$ cat src/rtl/player_pkg.sv
// rtl/player_pkg.sv - shared types and speed table for player_motion
package player_pkg;

  // Base angular speed per difficulty, expressed for a 10-bit turn
  localparam logic [4:0] SPEED_EASY   = 5'd8;
  localparam logic [4:0] SPEED_NORMAL = 5'd12;
  localparam logic [4:0] SPEED_HARD   = 5'd16;
  localparam logic [4:0] SPEED_EXPERT = 5'd20;

  typedef enum logic [1:0] {
    DIFF_EASY   = 2'd0,
    DIFF_NORMAL = 2'd1,
    DIFF_HARD   = 2'd2,
    DIFF_EXPERT = 2'd3
  } difficulty_e;

  typedef enum logic [1:0] {
    ST_IDLE   = 2'd0,
    ST_LOOKUP = 2'd1,
    ST_SCALE  = 2'd2,
    ST_INIT   = 2'd3
  } state_e;

  // Direction of the last accepted update; NONE makes the next press a first press
  typedef enum logic [1:0] {
    DIR_NONE = 2'd0,
    DIR_CW   = 2'd1,
    DIR_CCW  = 2'd2
  } dir_e;

  function automatic logic [4:0] speed_base(input difficulty_e d);
    case (d)
      DIFF_EASY:   return SPEED_EASY;
      DIFF_NORMAL: return SPEED_NORMAL;
      DIFF_HARD:   return SPEED_HARD;
      default:     return SPEED_EXPERT;
    endcase
  endfunction

endpackage

$ cat src/rtl/player_motion_sincos.sv
// rtl/player_motion_sincos.sv - registered parabolic sin/cos lookup
// Each half turn is approximated by amp*h*(2Q-h)/Q^2 (Q = quarter turn),
// negated in the second half; cos is sin shifted by a quarter turn.
module player_motion_sincos #(
  parameter int ANGLE_W  = 10,
  parameter int TRIG_W   = 12,
  parameter int TRIG_LAT = 1
) (
  input  logic                      i_clk,
  input  logic [ANGLE_W-1:0]        i_angle,
  output logic signed [TRIG_W-1:0]  o_sin,
  output logic signed [TRIG_W-1:0]  o_cos
);

  localparam int QW = ANGLE_W - 2;
  localparam int PW = 2 * QW + TRIG_W;
  localparam logic [TRIG_W-1:0]  AMP     = {1'b0, {(TRIG_W-1){1'b1}}};
  localparam logic [ANGLE_W-1:0] QUARTER = ANGLE_W'(1) << QW;
  localparam logic [ANGLE_W-1:0] HALF    = ANGLE_W'(1) << (ANGLE_W - 1);

  function automatic logic signed [TRIG_W-1:0] half_wave(input logic [ANGLE_W-1:0] a);
    logic [ANGLE_W-1:0] h;
    logic [ANGLE_W-1:0] span;
    logic [PW-1:0]      prod;
    logic [TRIG_W-1:0]  mag;
    h    = {1'b0, a[ANGLE_W-2:0]};
    span = HALF - h;
    prod = PW'(h) * PW'(span) * PW'(AMP);
    mag  = TRIG_W'(prod >> (2 * QW));
    return a[ANGLE_W-1] ? -$signed(mag) : $signed(mag);
  endfunction

  logic signed [TRIG_W-1:0] r_sin [0:TRIG_LAT-1];
  logic signed [TRIG_W-1:0] r_cos [0:TRIG_LAT-1];

  // Evaluate in the first stage, then delay through the remaining stages
  always_ff @(posedge i_clk) begin
    r_sin[0] <= half_wave(i_angle);
    r_cos[0] <= half_wave(i_angle + QUARTER);
    for (int i = 1; i < TRIG_LAT; i++) begin
      r_sin[i] <= r_sin[i-1];
      r_cos[i] <= r_cos[i-1];
    end
  end

  assign o_sin = r_sin[TRIG_LAT-1];
  assign o_cos = r_cos[TRIG_LAT-1];

endmodule

$ cat src/rtl/player_motion.sv
// rtl/player_motion.sv - per-frame player angle stepping with sincos position
module player_motion
  import player_pkg::*;
#(
  parameter int ANGLE_W     = 10,
  parameter int COORD_W     = 10,
  parameter int TRIG_W      = 12,
  parameter int SHIFT_A     = 6,
  parameter int SHIFT_B     = 7,
  parameter int TRIG_LAT    = 1,
  parameter int RAMP_FRAMES = 4
) (
  input  logic                      clk,
  input  logic                      rst_n,
  input  logic                      update,
  input  logic                      revert,
  input  logic [1:0]                difficulty,
  input  logic                      cw_btn,
  input  logic                      ccw_btn,
  output logic [ANGLE_W-1:0]        angle,
  output logic signed [COORD_W-1:0] x,
  output logic signed [COORD_W-1:0] y,
  output logic signed [COORD_W-1:0] x_old,
  output logic signed [COORD_W-1:0] y_old,
  output logic                      busy,
  output logic                      valid
);

  localparam int RAMP_W = (RAMP_FRAMES < 1) ? 1 : $clog2(RAMP_FRAMES + 1);
  localparam int LAT_W  = (TRIG_LAT > 1) ? $clog2(TRIG_LAT) : 1;

  state_e                    r_state;
  state_e                    w_state_next;
  logic [ANGLE_W-1:0]        r_angle;
  logic [ANGLE_W-1:0]        r_old_angle;
  logic signed [COORD_W-1:0] r_x;
  logic signed [COORD_W-1:0] r_y;
  logic signed [COORD_W-1:0] r_x_old;
  logic signed [COORD_W-1:0] r_y_old;
  logic [RAMP_W-1:0]         r_ramp;
  dir_e                      r_last_dir;
  logic                      r_revert_pend;
  logic                      r_valid;
  logic [LAT_W-1:0]          r_lat_cnt;

  logic signed [TRIG_W-1:0]  w_sin;
  logic signed [TRIG_W-1:0]  w_cos;
  logic [ANGLE_W-1:0]        w_base;
  logic [ANGLE_W-1:0]        w_step;
  dir_e                      w_dir;
  logic [ANGLE_W-1:0]        w_angle_step;
  logic [RAMP_W-1:0]         w_ramp_next;
  logic signed [COORD_W-1:0] w_x_new;
  logic signed [COORD_W-1:0] w_y_new;
  logic                      w_lat_done;
  logic                      w_take_revert;

  player_motion_sincos #(
    .ANGLE_W  (ANGLE_W),
    .TRIG_W   (TRIG_W),
    .TRIG_LAT (TRIG_LAT)
  ) u_sincos (
    .i_clk   (clk),
    .i_angle (r_angle),
    .o_sin   (w_sin),
    .o_cos   (w_cos)
  );

  // Step size, direction, ramp bookkeeping and radius scaling
  always_comb begin
    w_base = ANGLE_W'(speed_base(difficulty_e'(difficulty))) << (ANGLE_W - 10);
    w_step = (r_ramp < RAMP_W'(RAMP_FRAMES)) ? (w_base >> 1) : w_base;

    // Clockwise wins when both buttons are held
    if (cw_btn)       w_dir = DIR_CW;
    else if (ccw_btn) w_dir = DIR_CCW;
    else              w_dir = DIR_NONE;

    case (w_dir)
      DIR_CW:  w_angle_step = r_angle + w_step;
      DIR_CCW: w_angle_step = r_angle - w_step;
      default: w_angle_step = r_angle;
    endcase

    if (w_dir == DIR_NONE)
      w_ramp_next = '0;
    else if (w_dir != r_last_dir)
      w_ramp_next = RAMP_W'(1);
    else if (r_ramp < RAMP_W'(RAMP_FRAMES))
      w_ramp_next = r_ramp + RAMP_W'(1);
    else
      w_ramp_next = r_ramp;

    // Radius is cos/2^A + cos/2^B, computed wide so sign extension is exact
    w_x_new = COORD_W'((32'(w_cos) >>> SHIFT_A) + (32'(w_cos) >>> SHIFT_B));
    w_y_new = COORD_W'((32'(w_sin) >>> SHIFT_A) + (32'(w_sin) >>> SHIFT_B));

    w_lat_done    = (r_lat_cnt == LAT_W'(TRIG_LAT - 1));
    w_take_revert = r_revert_pend | revert;
  end

  // Next-state selection; updates are only accepted from IDLE
  always_comb begin
    w_state_next = r_state;
    case (r_state)
      ST_IDLE:   if (update && !revert) w_state_next = ST_LOOKUP;
      ST_LOOKUP: if (w_lat_done) w_state_next = ST_SCALE;
      ST_INIT:   if (w_lat_done) w_state_next = ST_SCALE;
      ST_SCALE:  w_state_next = ST_IDLE;
      default:   w_state_next = ST_IDLE;
    endcase
  end

  // State register; reset restarts with an initial lookup of angle 0
  always_ff @(posedge clk) begin
    if (!rst_n) r_state <= ST_INIT;
    else        r_state <= w_state_next;
  end

  // Angle, position, ramp and revert bookkeeping
  always_ff @(posedge clk) begin
    if (!rst_n) begin
      r_angle       <= '0;
      r_old_angle   <= '0;
      r_x           <= '0;
      r_y           <= '0;
      r_x_old       <= '0;
      r_y_old       <= '0;
      r_ramp        <= '0;
      r_last_dir    <= DIR_NONE;
      r_revert_pend <= 1'b0;
      r_valid       <= 1'b0;
      r_lat_cnt     <= '0;
    end else begin
      r_valid <= (r_state == ST_SCALE);
      case (r_state)
        ST_IDLE: begin
          if (revert) begin
            r_angle <= r_old_angle;
            r_x     <= r_x_old;
            r_y     <= r_y_old;
            r_ramp  <= '0;
          end else if (update) begin
            r_x_old     <= r_x;
            r_y_old     <= r_y;
            r_old_angle <= r_angle;
            r_angle     <= w_angle_step;
            r_ramp      <= w_ramp_next;
            r_last_dir  <= w_dir;
            r_lat_cnt   <= '0;
          end
        end
        ST_LOOKUP, ST_INIT: begin
          r_lat_cnt <= r_lat_cnt + LAT_W'(1);
          if (revert) r_revert_pend <= 1'b1;
        end
        ST_SCALE: begin
          if (w_take_revert) begin
            r_x           <= r_x_old;
            r_y           <= r_y_old;
            r_angle       <= r_old_angle;
            r_ramp        <= '0;
            r_revert_pend <= 1'b0;
          end else begin
            r_x <= w_x_new;
            r_y <= w_y_new;
          end
        end
        default: ;
      endcase
    end
  end

  assign angle = r_angle;
  assign x     = r_x;
  assign y     = r_y;
  assign x_old = r_x_old;
  assign y_old = r_y_old;
  assign busy  = (r_state != ST_IDLE);
  assign valid = r_valid;

endmodule

$ cat config.mk
export PLATFORM = sky130hd
export DESIGN_NAME = player_motion
export DESIGN_NICKNAME = d
export VERILOG_FILES = /design/src/rtl/player_pkg.sv /design/src/rtl/player_motion_sincos.sv /design/src/rtl/player_motion.sv
export SDC_FILE = /design/constraint.sdc
export NUM_CORES = 1
export LEC_CHECK = 0
export CAP_MARGIN = 20
export CORE_AREA = 2 2 169 171
export DETAILED_ROUTE_END_ITERATION = 8
export DIE_AREA = 0 0 171 173
export PLACE_DENSITY = 0.78
export REMOVE_ABC_BUFFERS = 1
export SYNTH_ARGS = -nofsm -noshare
export SYNTH_HDL_FRONTEND = slang
export SYNTH_SLANG_ARGS = --single-unit
$ cat constraint.sdc
create_clock -name clk -period 37 [get_ports clk]
set_input_delay 7.4 -clock clk [delete_from_list [all_inputs] [get_ports clk]]
set_output_delay 7.4 -clock clk [all_outputs]
set_load 0.02 [all_outputs]
==> impl_metrics.yaml, run 1 <==
route:
  routed_via_density: 5.44
  drc: 0
  wirelength_mm: 38.4
  routedWlPerCell_um: 16.8
  firstDrtPassIters: 5
  ant_nets: 0
  drt-initial-drc-count: 799
  via_count: 12452
floorplan:
  num_rows: 61
  core_area_um2: 27600
  ios: 60
  die_area_um2: 29600
  die_w_um: 171
  die_y_um: 173
  initial_core_util_pct: 59.8
finish:
  finalNetCount: 2395
  final_core_util_pct: 64.7
  drive_above_1_share_pct: 2.25
  nFillCells: 2345
  syn2layout_area_growth_pct: 8.26
  diodes: 0
setup_path:
  r2r_start: "angle[1]"
  cp_data_arrival_time_ns: 13.20
  cp_slowest_cell: "dfxtp_1"
  regToRegSetupSlack_ns: 24.01
  start_kind: "flop"
  path_max_fanout: 13
  crit_top_cell: "fa_1"
  slowest_delay_ns: 0.65
  crit_type: "flop to flop"
  setup.worst_path.start: "angle[1]"
  cp.required_ns: 37.22
  worstSetupEndpointType: "flop"
synthesis:
  synth_seq_cells: 82
  ys_top_cells_by_count: "inv_1 (422), fa_1 (271), ha_1 (210), nand2_1 (139), a21oi_1 (91)"
  syn-instance-count: 1847
  async_reset_ff_share_pct: 0
  ys_warn_count: 0
  yosysUniqueCellTypes: 66
  synth_edf_count: 0
  synth_area_leader_cell: "fa_1"
  yosysMostFrequentCell: "inv_1"
  synth_area_um2: 16500
  yosysSeqAreaShare_pct: 9.94
  syn_avg_cell_area_um2: 8.94
  synth_ff_type: "dfxtp_1"
  yosys-top-cells-area: "fa_1 (33%), ha_1 (16%), dfxtp_1 (9.9%), inv_1 (9.6%), xnor2_1 (3.9%)"
  synth.top_cell.area_share_pct: 32.8
clocking:
  post_cts_resized: 0
  cts_htree_levels: 3
  cts_made_buffers: 9
  clockRootBuffer: "clkbuf_16"
  clkLatencyLatePin_ns: 0.35
  cts_tree: "done"
  cts_hold_buf: 0
  clock-sinks: 82
  clk_pin_slew_ns: 0.07
  clk_path_buf_depth: 2
  cts_setup_buffers: 0
sta:
  finalSetupViolCount: 0
  fin_setup_tns_ns: 0
  max_slew_margin_pct: 24.6
  rsz0062_at_grt: "no"
  fin_crit_sh_pct: 35.1
  slew_violations: 0
  worstMarginPinSlew_ns: 1.13
  whs_ns: 0.473
  fmax_mhz: 77.0
  period_minus_slack_ns: 12.99
  skew_ns: 0.0122
  hold_violations: 0
global_route:
  grt.total_usage_pct: 27.4
  overflow: 0
  grt_pass1_vias: 13181
  grt_max_degree: 71
  grt_pass1_wl_mm: 64.8
  grt_antenna_before_repair: 0
hold_path:
  worstHoldStart: "r_old_angle[4]"
  min_path_type: "flop to flop"
outcome:
  status: "complete, no violations"
place:
  dp_hpwl_mm: 32.4
  gp_congestion: 0.962
  portBuffers: 59
flow_run:
  drv_cap: 0
## stage by stage
step | setup slack [ns] | cells | instance area, µm²
2_1_floorplan | 25.06 | 1823 | 16400
3_3_place_gp | 24.47 | 2273 | 17600
3_5_place_dp | 24.18 | 2273 | 17600
4_1_cts | 24.01 | 2289 | 17900
5_1_grt | 23.13 | 2289 | 17900
6_report | 24.01 | 2289 | 17900
## worst max-delay path: cells and delay by family, from the launching register on
| family | cells | cell delay [ns] |
|---|---|---|
| and+or+nand+nor | 9 | 1.87 |
| adders and majority gates | 13 | 5.84 |
| xor gates and xnor gates | 2 | 0.65 |
| AOI/OAI and AO/OA | 9 | 2.64 |
| DFF | 1 | 0.65 |
| muxes | 2 | 0.52 |
| buffers and inverters | 7 | 0.66 |
## per-layer routing
layer / wire length [µm] / part of all wire [%] / global-route usage [%] / vias to the layer above
met5: 0 / 0 / 0 / -
met3: 1770 / 4.6 / 3.89 / 63
met4: 849 / 2.2 / 6.64 / 0
met1: 17200 / 45 / 37.7 / 6178
li1: - / - / - / 5953
met2: 18500 / 48 / 45.5 / 258
## cells in the final DEF (no fill, tap or decap), types with 10 or more instances in the layout
cell and count:
o211a_1 15, buf_4 13, inv_1 422, nand2_1 139
nor2_1 61, nand3_1 13, and2_1 23, a21oi_1 91
conb_1 18, ha_1 210, o21a_1 10, clkdlybuf4s50_1 58
xnor2_1 73, a21o_1 26, dfxtp_1 82, nor2b_1 39
a21boi_0 38, o21ai_0 50, fa_1 271, nand2b_1 48
xor2_1 39, nor3_1 19, o211ai_1 15
## sequential cells by signal, indices dropped and copies added (netlist names), 2 cells and up
signal	count
angle	10
r_last_dir	2
r_old_angle	10
r_ramp	3
r_state	2
u_sincos.r_cos	6
u_sincos.r_sin	6
x	10
x_old	10
y	10
y_old	10
## worst paths after layout
check	endpoint	cells past startpoint
worst max register to register	u_sincos.r_sin[0][11]	42
worst min register to register	r_old_angle[4]	2
worst max-delay path	u_sincos.r_sin[0][11]	42
worst min-delay path	r_old_angle[4]	2
## logic make-up after synthesis
family | synth area share, %
AO/OA/AOI/OAI | 12.7
XOR/XNOR | 5.94
adder cells (fa/ha/maj) | 49.1
buffers and inverters | 10.5
flip-flops | 9.94
multiplexers | 0.311
other | 0.0455
AND/OR/NAND/NOR | 11.5
## final cells by class
type | instances | area (µm²) | share of cell area [%]
timing repair buffer | 72 | 683 | 3.82
clock buffer | 9 | 225 | 1.26
tap | 378 | 473 | 2.64
clock inverter | 7 | 71.3 | 0.399
sequential | 82 | 1640 | 9.18
multi-input combinational | 1319 | 13200 | 73.8
inverter | 422 | 1580 | 8.86
Power of run 1 is not shown: default switching activity piles up to over one toggle a cycle in this logic, so the estimate is an artifact.
==> run 2, diff against run 1 <==
clock period = 13.5 ns   (was 37 ns; I/O delays follow)
==> impl_metrics.yaml, run 2 (synthesis results as in run 1) <==
sta:
  period_minus_slack_ns: 12.72
  max_slew_margin_pct: 26.1
  fmax_mhz: 78.6
  hold_violations: 0
  layout_setup_ws_ns: 0.779
  worstMarginPinSlew_ns: 1.11
  fin_crit_sh_pct: 94.2
  skew_ns: 0.0110
  rsz0062_at_grt: "no"
  fin_setup_tns_ns: 0
  finalSetupViolCount: 0
  slew_violations: 0
place:
  pre_cts_ws_ns: 0.636
  gp_congestion: 0.939
  portBuffers: 59
  dp_hpwl_mm: 32.5
  placed_area_um2: 17600
clocking:
  cts_tree: "done"
  clkLatencyLatePin_ns: 0.34
  cts_hold_buf: 0
  clock-sinks: 82
  clockRootBuffer: "clkbuf_16"
  cts_htree_levels: 3
  clk_pin_slew_ns: 0.07
  clk_path_buf_depth: 2
  cts_made_buffers: 9
floorplan:
  die_w_um: 171
  core_area_um2: 27600
  num_rows: 61
  die_y_um: 173
  initial_core_util_pct: 59.8
  die_area_um2: 29600
  ios: 60
global_route:
  grt_max_degree: 71
  grt_antenna_before_repair: 0
  grt_pass1_vias: 13130
  overflow: 0
  grt.total_usage_pct: 27.7
  grt_pass1_wl_mm: 65.7
setup_path:
  cp_data_arrival_time_ns: 12.95
  cp_slowest_cell: "dfxtp_1"
  critical_path_buf_inv_count: 8
  start_kind: "flop"
  cp.required_ns: 13.73
  critPathTopFamily: "adder cells"
  slowest_delay_ns: 0.68
  crit_type: "flop to flop"
  crit_top_cell: "fa_1"
  regToRegSetupSlack_ns: 0.78
  path_max_fanout: 13
  worstSetupEndpointType: "flop"
flow_run:
  drv_cap: 0
finish:
  syn2layout_area_growth_pct: 8.53
  design_area_um2: 17900
  drive_above_1_share_pct: 2.46
  diodes: 0
  final_cell_mix: "inv_1 (422), fa_1 (271), ha_1 (210)"
  layout_commonest_cell: "inv_1"
  finalNetCount: 2398
  nFillCells: 2307
route:
  via_count: 12448
  ant_nets: 0
  routedWlPerCell_um: 16.7
  firstDrtPassIters: 5
  drc: 0
  wirelength_mm: 38.2
  routed_via_density: 5.43
  drt-initial-drc-count: 915
hold_path:
  min_path_type: "flop to flop"
outcome:
  status: "complete, no violations"
run 2: area by class of cell:
cell class | instances | area (µm²) | area share (%)
tap | 378 | 473 | 2.64
inverter | 422 | 1580 | 8.83
clock buffer | 9 | 225 | 1.26
clock inverter | 7 | 71.3 | 0.398
timing repair buffer | 75 | 718 | 4.01
multi-input combinational | 1319 | 13200 | 73.7
sequential | 82 | 1640 | 9.16
run 2: worst register-to-register path, delay by kind of cell (launching register included):
kind            cells  cell delay [ns]
buf+inv             8             0.75
flops               1             0.68
compound gates     14             3.50
simple gates        5             1.17
fa+ha+maj          13             5.52
xor+xnor            2             0.97
run 2: repair_timing:
action / in CTS / in global routing
endpoints found under the setup margin: 0 / 3
buffers inserted: 0 / 1
gates resized for setup: 0 / 2
run 2: routing by layer:
| metal | vias to the layer above | global-route usage [%] | routed length (µm) |
|---|---|---|---|
| met5 | - | 0 | 0 |
| li1 | 5963 | - | - |
| met2 | 315 | 45.9 | 18700 |
| met4 | 0 | 4.56 | 420 |
| met3 | 30 | 3.14 | 2040 |
| met1 | 6140 | 40.0 | 17000 |
run 2: final timing paths:
| kind | from | end | cells after the start |
|---|---|---|---|
| hold / removal | r_old_angle[3] | r_old_angle[3] | 2 |
| setup reg to reg | angle[1] | u_sincos.r_cos[0][11] | 42 |
| hold reg to reg | r_old_angle[3] | r_old_angle[3] | 2 |
| setup / recovery | angle[1] | u_sincos.r_cos[0][11] | 42 |
run 2: through the flow:
stage	util [%]	std cells	hold WS, ns
floorplan	-	1823	0.444
global placement	63.7	2274	0.455
detailed placement	63.7	2274	0.464
CTS	64.8	2290	0.475
global route	64.9	2292	0.486
finish	64.9	2292	0.468
Power of run 2 is left out for the same reason.
==> run 3, diff against run 2 <==
DONT_BUFFER_PORTS = 1   (was unset)
PLACE_DENSITY = 0.75   (was 0.78)
SKIP_LAST_GASP = 1   (was unset)
==> impl_metrics.yaml, run 3 (synthesis results as in run 1) <==
floorplan:
  ios: 60
  die_area_um2: 29600
  num_rows: 61
  die_w_um: 171
  die_y_um: 173
  initial_core_util_pct: 59.8
  core_area_um2: 27600
outcome:
  status: "complete, no violations"
sta:
  fin_setup_tns_ns: 0
  max_slew_margin_pct: 31.3
  period_minus_slack_ns: 12.63
  worstMarginPinSlew_ns: 1.02
  hold_violations: 0
  rsz0062_at_grt: "no"
  whs_ns: 0.467
  finalSetupViolCount: 0
  slew_violations: 0
  fmax_mhz: 79.2
  layout_setup_ws_ns: 0.872
  fin_crit_sh_pct: 93.5
  skew_ns: 0.0124
setup_path:
  worstSetupEndpointType: "flop"
  crit_type: "flop to flop"
  ff2ff_path_depth: 40
  cp_slowest_cell: "fa_1"
  path_max_fanout: 17
  cp.required_ns: 13.74
  cp_data_arrival_time_ns: 12.86
  start_kind: "flop"
  slowest_delay_ns: 0.65
  crit_top_cell: "fa_1"
route:
  wirelength_mm: 38.2
  firstDrtPassIters: 5
  drt-initial-drc-count: 844
  ant_nets: 0
  via_count: 12334
  drc: 0
  routedWlPerCell_um: 17.1
  routed_via_density: 5.51
hold_path:
  min_path_cells: 2
  min_path_type: "flop to flop"
finish:
  finalNetCount: 2343
  layout_commonest_cell: "inv_1"
  final_cell_mix: "inv_1 (422), fa_1 (271), ha_1 (210)"
  diodes: 0
  syn2layout_area_growth_pct: 5.04
  nFillCells: 2377
  drive_above_1_share_pct: 2.64
place:
  dp_hpwl_mm: 32.7
  pre_cts_ws_ns: 1.05
  gp_congestion: 0.947
  portBuffers: 0
global_route:
  grt_max_degree: 71
  grt.total_usage_pct: 27.6
  grt_pass1_wl_mm: 65.0
  grt_antenna_before_repair: 0
  overflow: 0
  grt_pass1_vias: 12943
clocking:
  post_cts_resized: 0
  cts_setup_buffers: 0
  clkLatencyLatePin_ns: 0.35
  cts_tree: "done"
  cts_hold_buf: 0
  cts_made_buffers: 9
  cts_htree_levels: 3
  clock-sinks: 82
  clockRootBuffer: "clkbuf_16"
  clk_pin_slew_ns: 0.07
  clk_path_buf_depth: 2
flow_run:
  drv_cap: 0
[run 3: metrics by stage]
stage	cells	cell area (µm²)	util, %
after global placement	2221	17100	61.7
after detailed placement	2221	17100	61.7
after CTS	2237	17400	62.8
after global routing	2237	17400	62.8
after floorplan	1823	16400	-
final	2237	17400	62.8
[run 3: critical path: cells and delay by family, from the launching register on]
| kind | cells | cell delay [ns] |
|---|---|---|
| xor gates and xnor gates | 4 | 0.79 |
| AOI/OAI and AO/OA | 7 | 1.96 |
| adders and majority gates | 12 | 5.29 |
| buffers and inverters | 5 | 0.45 |
| DFF | 1 | 0.59 |
| muxes | 2 | 0.52 |
| and+or+nand+nor | 10 | 2.87 |
[run 3: layout make-up]
| type | count | area (µm²) | area share [%] |
|---|---|---|---|
| Inverter | 422 | 1580 | 9.13 |
| Timing Repair Buffer | 20 | 150 | 0.865 |
| Clock buffer | 9 | 225 | 1.30 |
| Sequential cell | 82 | 1640 | 9.46 |
| Tap cell | 378 | 473 | 2.73 |
| Clock inverter | 7 | 71.3 | 0.411 |
| Multi-Input combinational cell | 1319 | 13200 | 76.1 |
[run 3: per-layer routing]
layer  vias to the layer above  share of wire, %  track usage, %
li1                       5841                 -               -
met4                         0               1.8            5.37
met5                         -                 0               0
met1                      6107                45            39.0
met2                       340                47            44.7
met3                        46               6.2            5.04
[run 3: final timing paths]
path / end / startpoint / slack (ns)
worst max-delay path: u_sincos.r_sin[0][11] / angle[5] / 0.87
worst min register to register: r_old_angle[0] / r_old_angle[0] / 0.47
worst min-delay path: r_old_angle[0] / r_old_angle[0] / 0.47
worst max register to register: u_sincos.r_sin[0][11] / angle[5] / 0.87
Power of run 3 is left out for the same reason.
